<file path="src/rtl/ifetch_pkg.sv">
// Shared types and defaults for the instruction-fetch stage.
package ifetch_pkg;

    typedef enum logic {
        S_ISSUE,
        S_WAIT
    } state_t;

    localparam int unsigned PC_STEP_DEF   = 4;
    localparam int unsigned ENTRY_ADDR_W  = 32;
    localparam int unsigned ENTRY_INSTR_W = 32;

    // One buffered fetch result at the default widths.
    typedef struct packed {
        logic [ENTRY_ADDR_W-1:0]  pc;
        logic [ENTRY_INSTR_W-1:0] instr;
    } fetch_entry_t;

endpackage

</file>
<file path="src/rtl/ifetch_fifo.sv">
// Small synchronous FIFO holding fetched {pc, instr} pairs; flush beats push/pop.
module ifetch_fifo #(
    parameter int unsigned DEPTH = 2,
    parameter int unsigned W     = 64
) (
    input  logic                     clk,
    input  logic                     rst,
    input  logic                     flush,
    input  logic                     push,
    input  logic                     pop,
    input  logic [W-1:0]             push_data,
    output logic [W-1:0]             head_data,
    output logic [$clog2(DEPTH):0]   count
);

    localparam int unsigned PTR_W = $clog2(DEPTH);
    localparam int unsigned CNT_W = PTR_W + 1;

    logic [W-1:0]     mem [DEPTH];
    logic [PTR_W-1:0] rd_ptr;
    logic [PTR_W-1:0] wr_ptr;
    logic             do_pop;

    assign do_pop    = pop && (count != '0);
    assign head_data = mem[rd_ptr];

    always_ff @(posedge clk) begin
        if (rst) begin
            rd_ptr <= '0;
            wr_ptr <= '0;
            count  <= '0;
            for (int unsigned i = 0; i < DEPTH; i++) begin
                mem[i] <= '0;
            end
        end else if (flush) begin
            rd_ptr <= '0;
            wr_ptr <= '0;
            count  <= '0;
        end else begin
            if (push) begin
                mem[wr_ptr] <= push_data;
                wr_ptr      <= wr_ptr + PTR_W'(1);
            end
            if (do_pop) begin
                rd_ptr <= rd_ptr + PTR_W'(1);
            end
            if (push && !do_pop) begin
                count <= count + CNT_W'(1);
            end else if (!push && do_pop) begin
                count <= count - CNT_W'(1);
            end
        end
    end

endmodule

</file>
<file path="src/rtl/ifetch_unit.sv">
// Instruction-fetch stage: single-outstanding imem reads, buffered results,
// redirect flushes the buffer and squashes any in-flight response.
module ifetch_unit
    import ifetch_pkg::*;
#(
    parameter int unsigned       ADDR_W    = 32,
    parameter int unsigned       INSTR_W   = 32,
    parameter logic [ADDR_W-1:0] RESET_PC  = '0,
    parameter int unsigned       PC_STEP   = PC_STEP_DEF,
    parameter int unsigned       BUF_DEPTH = 2
) (
    input  logic               clk,
    input  logic               rst,
    input  logic               redirect_valid,
    input  logic [ADDR_W-1:0]  redirect_pc,
    output logic               imem_req,
    output logic [ADDR_W-1:0]  imem_addr,
    input  logic [INSTR_W-1:0] imem_rdata,
    input  logic               imem_rvalid,
    output logic               inst_valid,
    output logic [INSTR_W-1:0] inst_data,
    output logic [ADDR_W-1:0]  inst_pc,
    input  logic               inst_ready,
    output logic [ADDR_W-1:0]  pc_cur
);

    localparam int unsigned CNT_W = $clog2(BUF_DEPTH) + 1;

    state_t                     state;
    logic [ADDR_W-1:0]          fetch_pc;
    logic                       squash;
    logic [CNT_W-1:0]           count;
    logic                       push;
    logic [ADDR_W+INSTR_W-1:0]  head;

    assign imem_req = !rst && (state == S_ISSUE) && (count < CNT_W'(BUF_DEPTH))
                      && !redirect_valid;
    assign push     = (state == S_WAIT) && imem_rvalid && !redirect_valid && !squash;

    assign imem_addr            = fetch_pc;
    assign pc_cur               = fetch_pc;
    assign inst_valid           = (count != '0);
    assign {inst_pc, inst_data} = head;

    ifetch_fifo #(
        .DEPTH (BUF_DEPTH),
        .W     (ADDR_W + INSTR_W)
    ) u_fifo (
        .clk       (clk),
        .rst       (rst),
        .flush     (redirect_valid),
        .push      (push),
        .pop       (inst_valid && inst_ready),
        .push_data ({fetch_pc, imem_rdata}),
        .head_data (head),
        .count     (count)
    );

    always_ff @(posedge clk) begin
        if (rst) begin
            state    <= S_ISSUE;
            fetch_pc <= RESET_PC;
            squash   <= 1'b0;
        end else if (redirect_valid) begin
            fetch_pc <= redirect_pc;
            // A request still in flight must have its response discarded.
            if (state == S_WAIT && !imem_rvalid) begin
                squash <= 1'b1;
            end else begin
                squash <= 1'b0;
                state  <= S_ISSUE;
            end
        end else begin
            case (state)
                S_ISSUE: begin
                    if (imem_req) begin
                        state <= S_WAIT;
                    end
                end
                S_WAIT: begin
                    if (imem_rvalid) begin
                        if (!squash) begin
                            fetch_pc <= fetch_pc + ADDR_W'(PC_STEP);
                        end
                        squash <= 1'b0;
                        state  <= S_ISSUE;
                    end
                end
                default: state <= S_ISSUE;
            endcase
        end
    end

endmodule

</file>
<file path="config.mk">
export PLATFORM = sky130hd
export DESIGN_NAME = ifetch_unit
export DESIGN_NICKNAME = d
export VERILOG_FILES = /design/src/rtl/ifetch_pkg.sv /design/src/rtl/ifetch_fifo.sv /design/src/rtl/ifetch_unit.sv
export SDC_FILE = /design/constraint.sdc
export NUM_CORES = 1
export LEC_CHECK = 0
export ABC_AREA = 1
export ABC_CLOCK_PERIOD_IN_PS = 4000
export CAP_MARGIN = 20
export CORE_MARGIN = 2
export CORE_UTILIZATION = 45
export DETAILED_ROUTE_END_ITERATION = 7
export PLACE_DENSITY_LB_ADDON = 0.08
export SYNTH_ARGS = -nofsm -noshare
export SYNTH_HDL_FRONTEND = slang
export SYNTH_HIERARCHICAL = 1
export SYNTH_SLANG_ARGS = --single-unit
</file>
<file path="constraint.sdc">
create_clock -name clk -period 4 [get_ports clk]
set_clock_uncertainty 0.05 [all_clocks]
set_input_delay 0.6 -clock clk [delete_from_list [all_inputs] [get_ports clk]]
set_output_delay 0.6 -clock clk [all_outputs]
set_load 0.005 [all_outputs]
</file>
## Word-level counts from Yosys, hierarchy flattened

Memory sizes are Yosys's and may differ from the RTL's. A register that Yosys moved wholly into a read port is not among the register bits.
Index checks and enable logic that the tools add are counted.

| storage, ports and cells | value |
|---|---|
| flip-flop bits (word level) | 38 |
| bits in writable memories | 128 |
| bits of input ports | 69 |
| output and inout bits | 130 |
| word-level logic and storage cells | 67 |
| memories | 1 |

| cells by class | value |
|---|---|
| $add $sub $neg | 5 |
| order comparisons | 1 |
| equality and inequality tests | 2 |
| mux-type cells | 26 |
| bitwise gates (word level) | 1 |
| reductions and logical operators | 25 |

Memory list:

| name | words | width | rd ports | clocked after memory_dff | write ports | line | text |
|---|---|---|---|---|---|---|---|
| u_fifo.mem | 2 | 64 | 1 | 1 | 2 | ifetch_fifo.sv:19 | `logic [W-1:0] mem [DEPTH];` |

Operators by type and width:

| operator | count |
|---|---|
| $mux W32 | 4 |
| $mux W64 | 1 |
| $reduce_or A64 Y1 | 1 |
| $add A32 B3 Y32 const B | 1 |
| $mux W1 | 18 |
| $logic_and A1 B1 Y1 | 11 |
| $reduce_bool A2 Y1 | 4 |
| $logic_not A1 Y1 | 6 |
| $mux W2 | 2 |
| $ne A2 B2 Y1 const B | 2 |
| $reduce_and A3 Y1 | 1 |
| $add A1 B1 Y1 const B | 2 |
| $add A2 B1 Y2 const B | 1 |
| $lt A2 B2 Y1 const B | 1 |
| $pmux W1 S2 | 1 |
| $reduce_and A2 Y1 | 1 |
| $reduce_or A2 Y1 | 1 |
| $sub A2 B1 Y2 const B | 1 |
| $not A1 Y1 | 1 |

## Depth between registers and ports, before layout

Gate-level depths: netlist (run 1).

| logic depth | value |
|---|---|
| depth in word-level cells | 9 |
| depth in mapped cells | 11 |
| depth with buffers taken out | 10 |

## Modules after synthesis

The synthesis (run 1) kept the hierarchy.

Modules (own cells, without submodules):

| module | instances | cells each | area an instance (um^2) |
|---|---|---|---|
| ifetch_fifo | 1 | 442 | 5,710.5 |
| ifetch_unit | 1 | 413 | 2,615.0 |

## Least setup slack after synthesis (run 1)

Ideal clock, no wire load.

| timing path | value |
|---|---|
| path kind | in2reg |
| start | input redirect_valid |
| end | memory u_fifo.mem[0][0] (enable) |
| data arrival time | 2.974 ns |
| data required time | 3.526 ns |
| path slack | 0.552 ns |
| stages on the path | 9 |
| path buffers | 4 |
| path through | buf_4 nor2_8 buf_4 inv_1 nor2_1 nand2_1 buf_2 buf_6 nand2_1 |

RTL lines:

| what | line | text |
|---|---|---|
| start, declared | ifetch_unit.sv:14 | `input logic redirect_valid,` |
| end, declared | ifetch_fifo.sv:19 |  |

==> flow_metrics.env, run 1 <==
export IMPL_status="complete, but fails checks"
export IMPL_violations="design-rule violations"
export IMPL_grt_pass1_wl_mm=31.4
export IMPL_clkSinkCount=167
export IMPL_p_sw_mw=0.936
export IMPL_tightest_slew_ps=759
export IMPL_grt_pass1_vias=5985
export IMPL_critical_path_class="reg2out"
export IMPL_maxSlewHeadroom=0.494
export IMPL_antenna_found_initial=0
export IMPL_peakVddDrop_uv=288
export IMPL_drc=9
export IMPL_slew_violations=0
export IMPL_core_area_um2=18100
export IMPL_grtUsageTotal=0.204
export IMPL_ctsResizeCount=0
export IMPL_hpwlAfterDp_mm=13.5
export IMPL_dr_pass1_iters=8
export IMPL_fin_nets=1090
export IMPL_critPathLaunchType="flop"
export IMPL_rsz0062_at_grt="false"
export IMPL_finalSetupViolCount=0
export IMPL_io_pins=199
export IMPL_synth_seq_cells=167
export IMPL_fin_ws_ps=936
export IMPL_finalSetupTns_ps=0
export IMPL_crit_required_ps=3350
export IMPL_multi_input_comb_area_um2=2780
export IMPL_power_leakage_nw=4.16
export IMPL_chipWidth_um=140
export IMPL_routed_wl_mm=19.9
export IMPL_drtIter0Drc=400
export IMPL_synthToLayoutAreaGrowth_pct=30.3
export IMPL_cts_buffer_depth=2
export IMPL_globalRouteOverflowTotal=0
export IMPL_synth_cell_types=40
export IMPL_hold_path_class="reg2reg"
export IMPL_syn_cell_area_um2=8330
export IMPL_ff_latch_area_um2=4630
export IMPL_cts_tree="done"
export IMPL_postCtsSetupRepairBufs=0
export IMPL_routabilityCongestion=0.898
export IMPL_initial_core_util=0.460
export IMPL_power_frac_clock=0.416
export IMPL_die_area_um2=19600
export IMPL_ys_seq_area_frac=0.555
export IMPL_cts_buffers=17
export IMPL_internal_power_mw=3.16
export IMPL_ant_nets=0
export IMPL_fin_area_um2=10900
export IMPL_syn_nets=926
export IMPL_period_needed_ps=3060
export IMPL_clk_pin_slew_ps=60
export IMPL_hold_viol_final=0
export IMPL_grt_max_degree=66
export IMPL_die_h_um=140
export IMPL_final_cell_mix="clkdlybuf4s50_1, nor2_1, edfxtp_1"
export IMPL_h_tree_depth=4
export IMPL_cts_root_buffer="clkbuf_16"
export IMPL_p_seq_frac=0.485
export IMPL_arrival_ps=2410
export IMPL_place_area_um2=10200
export IMPL_pwr_share_comb=0.099
export IMPL_p_sw_frac=0.229
export IMPL_fin_crit_sh=0.766
export IMPL_fmax_mhz=326
export IMPL_fill_cells=1560
export IMPL_path_max_fanout=26
export IMPL_max_cap_violations=0
export IMPL_worst_r2r_setup_slack_ps=1780
export IMPL_port_buffers=198
export IMPL_drive_above_1_share=0.141
export IMPL_synth_cells=855
export IMPL_hold_buffers=0
export IMPL_synth_avg_cell_area_um2=9.74
export IMPL_clk_latency_ps=430
export IMPL_num_vias=6148
export IMPL_end_kind="output pin"
export IMPL_wl_per_cell_um=15.8
export IMPL_via_per_inst=4.88
export IMPL_final_common_cell="clkdlybuf4s50_1"
export IMPL_diodes=0
export IMPL_rows=49
export IMPL_yosysWarnings=6
export IMPL_p_per_area_nw_per_um2=377
export IMPL_pre_cts_slack_ps=1040
==> metrics by stage <==
| stage | util | total power [mW] | hold WS (ps) | std cells |
|---|---|---|---|---|
| after floorplan | - | 2.19 | 407 | 855 |
| after global placement | 0.566 | 2.43 | 445 | 1229 |
| after detailed placement | 0.566 | 2.43 | 450 | 1229 |
| after CTS | 0.600 | 4.12 | 459 | 1261 |
| after global routing | 0.600 | 4.23 | 476 | 1261 |
| final | 0.600 | 4.09 | 457 | 1261 |
==> per-layer routing <==
metal / vias up / routed length, um / track usage
met2: 219 / 9240 / 0.333
met1: 2850 / 9090 / 0.278
met5: - / 0 / 0
li1: 3062 / - / -
met3: 17 / 1340 / 0.0400
met4: 0 / 274 / 0.0601
==> synthesized netlist by cell type <==
master      n  area, um^2
or2_2       2        12.5
o21bai_1    1        7.51
nor2_8      2        40.0
nand3_4     1        17.5
nand3_1    33         165
a22oi_1     1        7.51
nand3b_1    2        15.0
nand2_2     6        37.5
a21oi_1    24         120
a31oi_1     7        43.8
nor3_2      1        10.0
inv_4       1        6.26
nor3b_1     1        7.51
o221ai_1    1        8.76
nand4_1     3        18.8
nor2_2      7        43.8
nor3_1      3        15.0
buf_2       8        40.0
o21ai_0    20         100
a221oi_1    1        8.76
nand2_4     1        11.3
clkbuf_1    4        15.0
mux2_2     64         721
nor2_1    181         679
edfxtp_1  128        3840
buf_4      41         308
dfxtp_1    39         781
a22o_1      3        26.3
ha_1        2        25.0
a21oi_2     2        17.5
and3_2      1        7.51
o21a_1      1        7.51
inv_1     118         443
nor2_4      7        78.8
xor2_1      5        43.8
nand2_1   114         428
o21ai_1     4        20.0
inv_2       3        11.3
buf_6      11         124
xnor2_1     1        8.76
==> power groups by stage <==
| stage | registers [mW] | clock network (mW) | logic [mW] |
|---|---|---|---|
| 3_3_place_gp | 2.02 | 0 | 0.404 |
| 6_report | 1.99 | 1.70 | 0.404 |
| 2_1_floorplan | 2.01 | 0 | 0.185 |
| 3_5_place_dp | 2.02 | 0 | 0.404 |
| 5_1_grt | 2.00 | 1.80 | 0.439 |
| 4_1_cts | 1.99 | 1.73 | 0.408 |
==> registers in the layout, indices dropped and copies added (netlist names), named ones only <==
register and flops:
imem_addr 32, u_fifo/count 2, u_fifo/wr_ptr 1, u_fifo/rd_ptr 1, u_fifo/mem 128, state 1, squash 1
==> worst max-delay path: stages (launching register included) <==
cell	delay [ps]
dfxtp_2	680
buf_4	450
mux2_2	380
clkdlybuf4s50_1	490
==> kinds of logic (layout without fill, tap and decap cells) <==
logic type | Yosys count | in the layout | share of synthesized area
flip-flops | 167 | 167 | 0.555
multiplexers | 64 | 64 | 0.0866
XOR/XNOR | 6 | 6 | 0.00631
AO/OA/AOI/OAI | 65 | 65 | 0.0442
buffers and inverters | 186 | 363 | 0.114
adder cells (fa/ha/maj) | 2 | 2 | 0.00301
AND/OR/NAND/NOR | 365 | 365 | 0.191
==> area by class of cell <==
class,count,share of cell area
Clock buffer,17,0.0392
Clock inverter,15,0.0172
Tap cell,229,0.0264
Timing Repair Buffer,209,0.193
Inverter,122,0.0424
Multi-Input combinational cell,502,0.256
Sequential cell,167,0.426
==> final timing paths <==
| path | cells past startpoint | endpoint | from |
|---|---|---|---|
| max | 3 | inst_pc[14] | flop |
| min reg2reg | 2 | u_fifo/wr_ptr$_SDFFE_PP0P_ | u_fifo/wr_ptr$_SDFFE_PP0P_ |
| min | 2 | u_fifo/wr_ptr$_SDFFE_PP0P_ | u_fifo/wr_ptr$_SDFFE_PP0P_ |
| max reg2reg | 8 | u_fifo/mem[0][18]$_SDFFCE_PN0P_ | squash$_SDFFE_PP0P_ |
No activity file was read; power rests on OpenSTA's default activity.
==> run 2, diff against run 1 <==
--- a/config.mk
+++ b/config.mk
@@ -6,7 +6,7 @@
 export NUM_CORES = 1
 export LEC_CHECK = 0
 export ABC_AREA = 1
-export ABC_CLOCK_PERIOD_IN_PS = 4000
+export ABC_CLOCK_PERIOD_IN_PS = 2600
 export CAP_MARGIN = 20
 export CORE_MARGIN = 2
 export CORE_UTILIZATION = 45
==> constraint.sdc (replaced) <==
create_clock -name clk -period 2.6 [get_ports clk]
set_clock_uncertainty 0.05 [all_clocks]
set_input_delay 0.39 -clock clk [delete_from_list [all_inputs] [get_ports clk]]
set_output_delay 0.39 -clock clk [all_outputs]
set_load 0.005 [all_outputs]
==> run 2 against run 1 <==
  * The run still ends with design-rule violations left
  * Sequential cell count is the same
  * Non-clock buffer count is 5 higher
  * Global-route usage increased by 0.93 points
  * Critical path depth unchanged
  * Combinational power grew 58%
  * Count of clock-buffer cells in the layout is 1 higher
  * Sequential share of layout area decreased by 0.38 points
  * Power rose by 52%
  * Setup slack worse by 830 ps
  * Hold slack gained 11 ps
  * Clock power increased by 49%
  * Largest cell class unchanged
  * Largest power group unchanged
==> flow_metrics.env, run 2 (same netlist as run 1, synthesis figures left out) <==
export IMPL_core_area_um2=18100
export IMPL_cp_depth=3
export IMPL_hold_viol_final=0
export IMPL_p_per_area_nw_per_um2=568
export IMPL_path_max_fanout=27
export IMPL_arrival_ps=2050
export IMPL_grt_pass1_wl_mm=32.4
export IMPL_rr_worst_depth=8
export IMPL_h_tree_depth=4
export IMPL_clkSinkCount=167
export IMPL_rr_startpoint="squash$_SDFFE_PP0P_"
export IMPL_place_area_um2=10400
export IMPL_period_needed_ps=2490
export IMPL_rows=49
export IMPL_io_pins=199
export IMPL_power_leakage_nw=4.19
export IMPL_grtUsageTotal=0.213
export IMPL_violations="design-rule violations"
export IMPL_final_cell_mix="clkdlybuf4s50_1, nor2_1, edfxtp_1"
export IMPL_hold_ws_ps=468
export IMPL_cpPeakStageDelay_ps=550
export IMPL_cts_buffer_depth=2
export IMPL_via_per_inst=4.97
export IMPL_drtIter0Drc=465
export IMPL_largest_reg_flops=128
export IMPL_cpMaxStageDelayCell="dfxtp_4"
export IMPL_wl_per_cell_um=16.1
export IMPL_chipWidth_um=140
export IMPL_ant_nets=0
export IMPL_cpLargestDelayFamily="buffers and inverters"
export IMPL_grt_pass1_vias=6310
export IMPL_die_h_um=140
export IMPL_top_register="u_fifo/mem"
export IMPL_max_cap_violations=0
export IMPL_hold_path_class="reg2reg"
export IMPL_initial_core_util=0.460
export IMPL_dr_pass1_iters=8
export IMPL_diodes=0
export IMPL_endpoint="inst_pc[14]"
export IMPL_tightest_slew_ps=791
export IMPL_postCtsSetupRepairBufs=0
export IMPL_fin_area_um2=11000
export IMPL_routed_wl_mm=20.4
export IMPL_finalSetupTns_ps=0
export IMPL_peakVddDrop_uv=459
export IMPL_fmax_mhz=401
export IMPL_rsz0062_at_grt="false"
export IMPL_critical_path_class="reg2out"
export IMPL_antenna_found_initial=0
export IMPL_power_total_mw=6.22
export IMPL_port_buffers=198
export IMPL_path_cells="buf_12, mux2_2, clkdlybuf4s50_1"
export IMPL_worstReg2RegEnd="u_fifo/mem[0][8]$_SDFFCE_PN0P_"
export IMPL_ctsResizeCount=0
export IMPL_status="complete, but fails checks"
export IMPL_pwr_share_comb=0.103
export IMPL_cts_buffers=17
export IMPL_p_seq_frac=0.491
export IMPL_slew_violations=0
export IMPL_drive_above_1_share=0.145
export IMPL_cp_num_buf_inv=2
export IMPL_critPathLaunchType="flop"
export IMPL_clk_pin_slew_ps=70
export IMPL_hpwlAfterDp_mm=14.0
export IMPL_hold_buffers=0
export IMPL_p_sw_frac=0.233
export IMPL_globalRouteOverflowTotal=0
export IMPL_cts_tree="done"
export IMPL_die_area_um2=19600
export IMPL_crit_required_ps=2160
export IMPL_utilization=0.606
export IMPL_num_vias=6288
export IMPL_routabilityCongestion=0.827
export IMPL_drc=12
export IMPL_clk_latency_ps=420
export IMPL_finalSetupViolCount=0
export IMPL_cts_root_buffer="clkbuf_16"
export IMPL_internal_power_mw=4.77
export IMPL_power_frac_clock=0.406
export IMPL_grt_max_degree=66
export IMPL_maxSlewHeadroom=0.473
export IMPL_worst_r2r_setup_slack_ps=790
export IMPL_synthToLayoutAreaGrowth_pct=31.6
export IMPL_fin_nets=1095
export IMPL_end_kind="output pin"
export IMPL_fin_crit_sh=0.958
export IMPL_p_sw_mw=1.45
export IMPL_final_common_cell="clkdlybuf4s50_1"
-- run 2: changes by cell type in the layout (fill, tap and decap cells not counted), sizes merged --
cell / before / now
buf: 11 / 16
bufinv: 3 / 2
clkinv: 3 / 2
inv: 130 / 129
clkbuf: 17 / 18
clkinvlp: 1 / 3
-- run 2: power by group through the flow --
stage | Sequential, mW | Combinational, mW | Clock (mW)
after global routing | 3.07 | 0.697 | 2.69
after CTS | 3.06 | 0.647 | 2.57
final | 3.06 | 0.640 | 2.53
after detailed placement | 3.11 | 0.641 | 0
after global placement | 3.11 | 0.638 | 0
after floorplan | 3.08 | 0.287 | 0
-- run 2: cell type report --
| class | instances | area [um^2] |
|---|---|---|
| clock buffers | 18 | 429 |
| clock inverters | 14 | 163 |
| fillers | 1547 | 7130 |
| inverters | 122 | 460 |
| multi-input cells | 502 | 2780 |
| flip-flops and latches | 167 | 4630 |
| well taps | 229 | 287 |
| repair buffers | 214 | 2200 |
-- run 2: worst min-delay path, delay by kind of cell (launching register included) --
family | cells | cell delay, ps
flops | 1 | 350
simple gates | 2 | 130
-- run 2: worst min-delay path by stage --
stage	from	to	slack [ps]	cells past startpoint
3_5_place_dp	u_fifo/wr_ptr$_SDFFE_PP0P_	u_fifo/wr_ptr$_SDFFE_PP0P_	460	2
6_report	u_fifo/wr_ptr$_SDFFE_PP0P_	u_fifo/wr_ptr$_SDFFE_PP0P_	470	2
3_3_place_gp	u_fifo/rd_ptr$_SDFFE_PP0P_	u_fifo/rd_ptr$_SDFFE_PP0P_	460	3
4_1_cts	u_fifo/wr_ptr$_SDFFE_PP0P_	u_fifo/wr_ptr$_SDFFE_PP0P_	470	2
2_1_floorplan	u_fifo/wr_ptr$_SDFFE_PP0P_	u_fifo/wr_ptr$_SDFFE_PP0P_	410	2
5_1_grt	u_fifo/wr_ptr$_SDFFE_PP0P_	u_fifo/wr_ptr$_SDFFE_PP0P_	490	2
-- run 2: metrics by stage --
stage,std cells,setup slack (ps)
after global routing,1266,0.480
after detailed placement,1234,140
after floorplan,855,98.2
final,1266,108
after CTS,1266,61.7
after global placement,1234,186
-- run 2: routing by layer --
layer / share of wire / GRT usage / vias up
li1: - / - / 3081
met1: 0.44 / 0.280 / 2963
met2: 0.48 / 0.352 / 221
met3: 0.062 / 0.0499 / 23
met4: 0.018 / 0.0686 / 0
met5: 0 / 0 / -
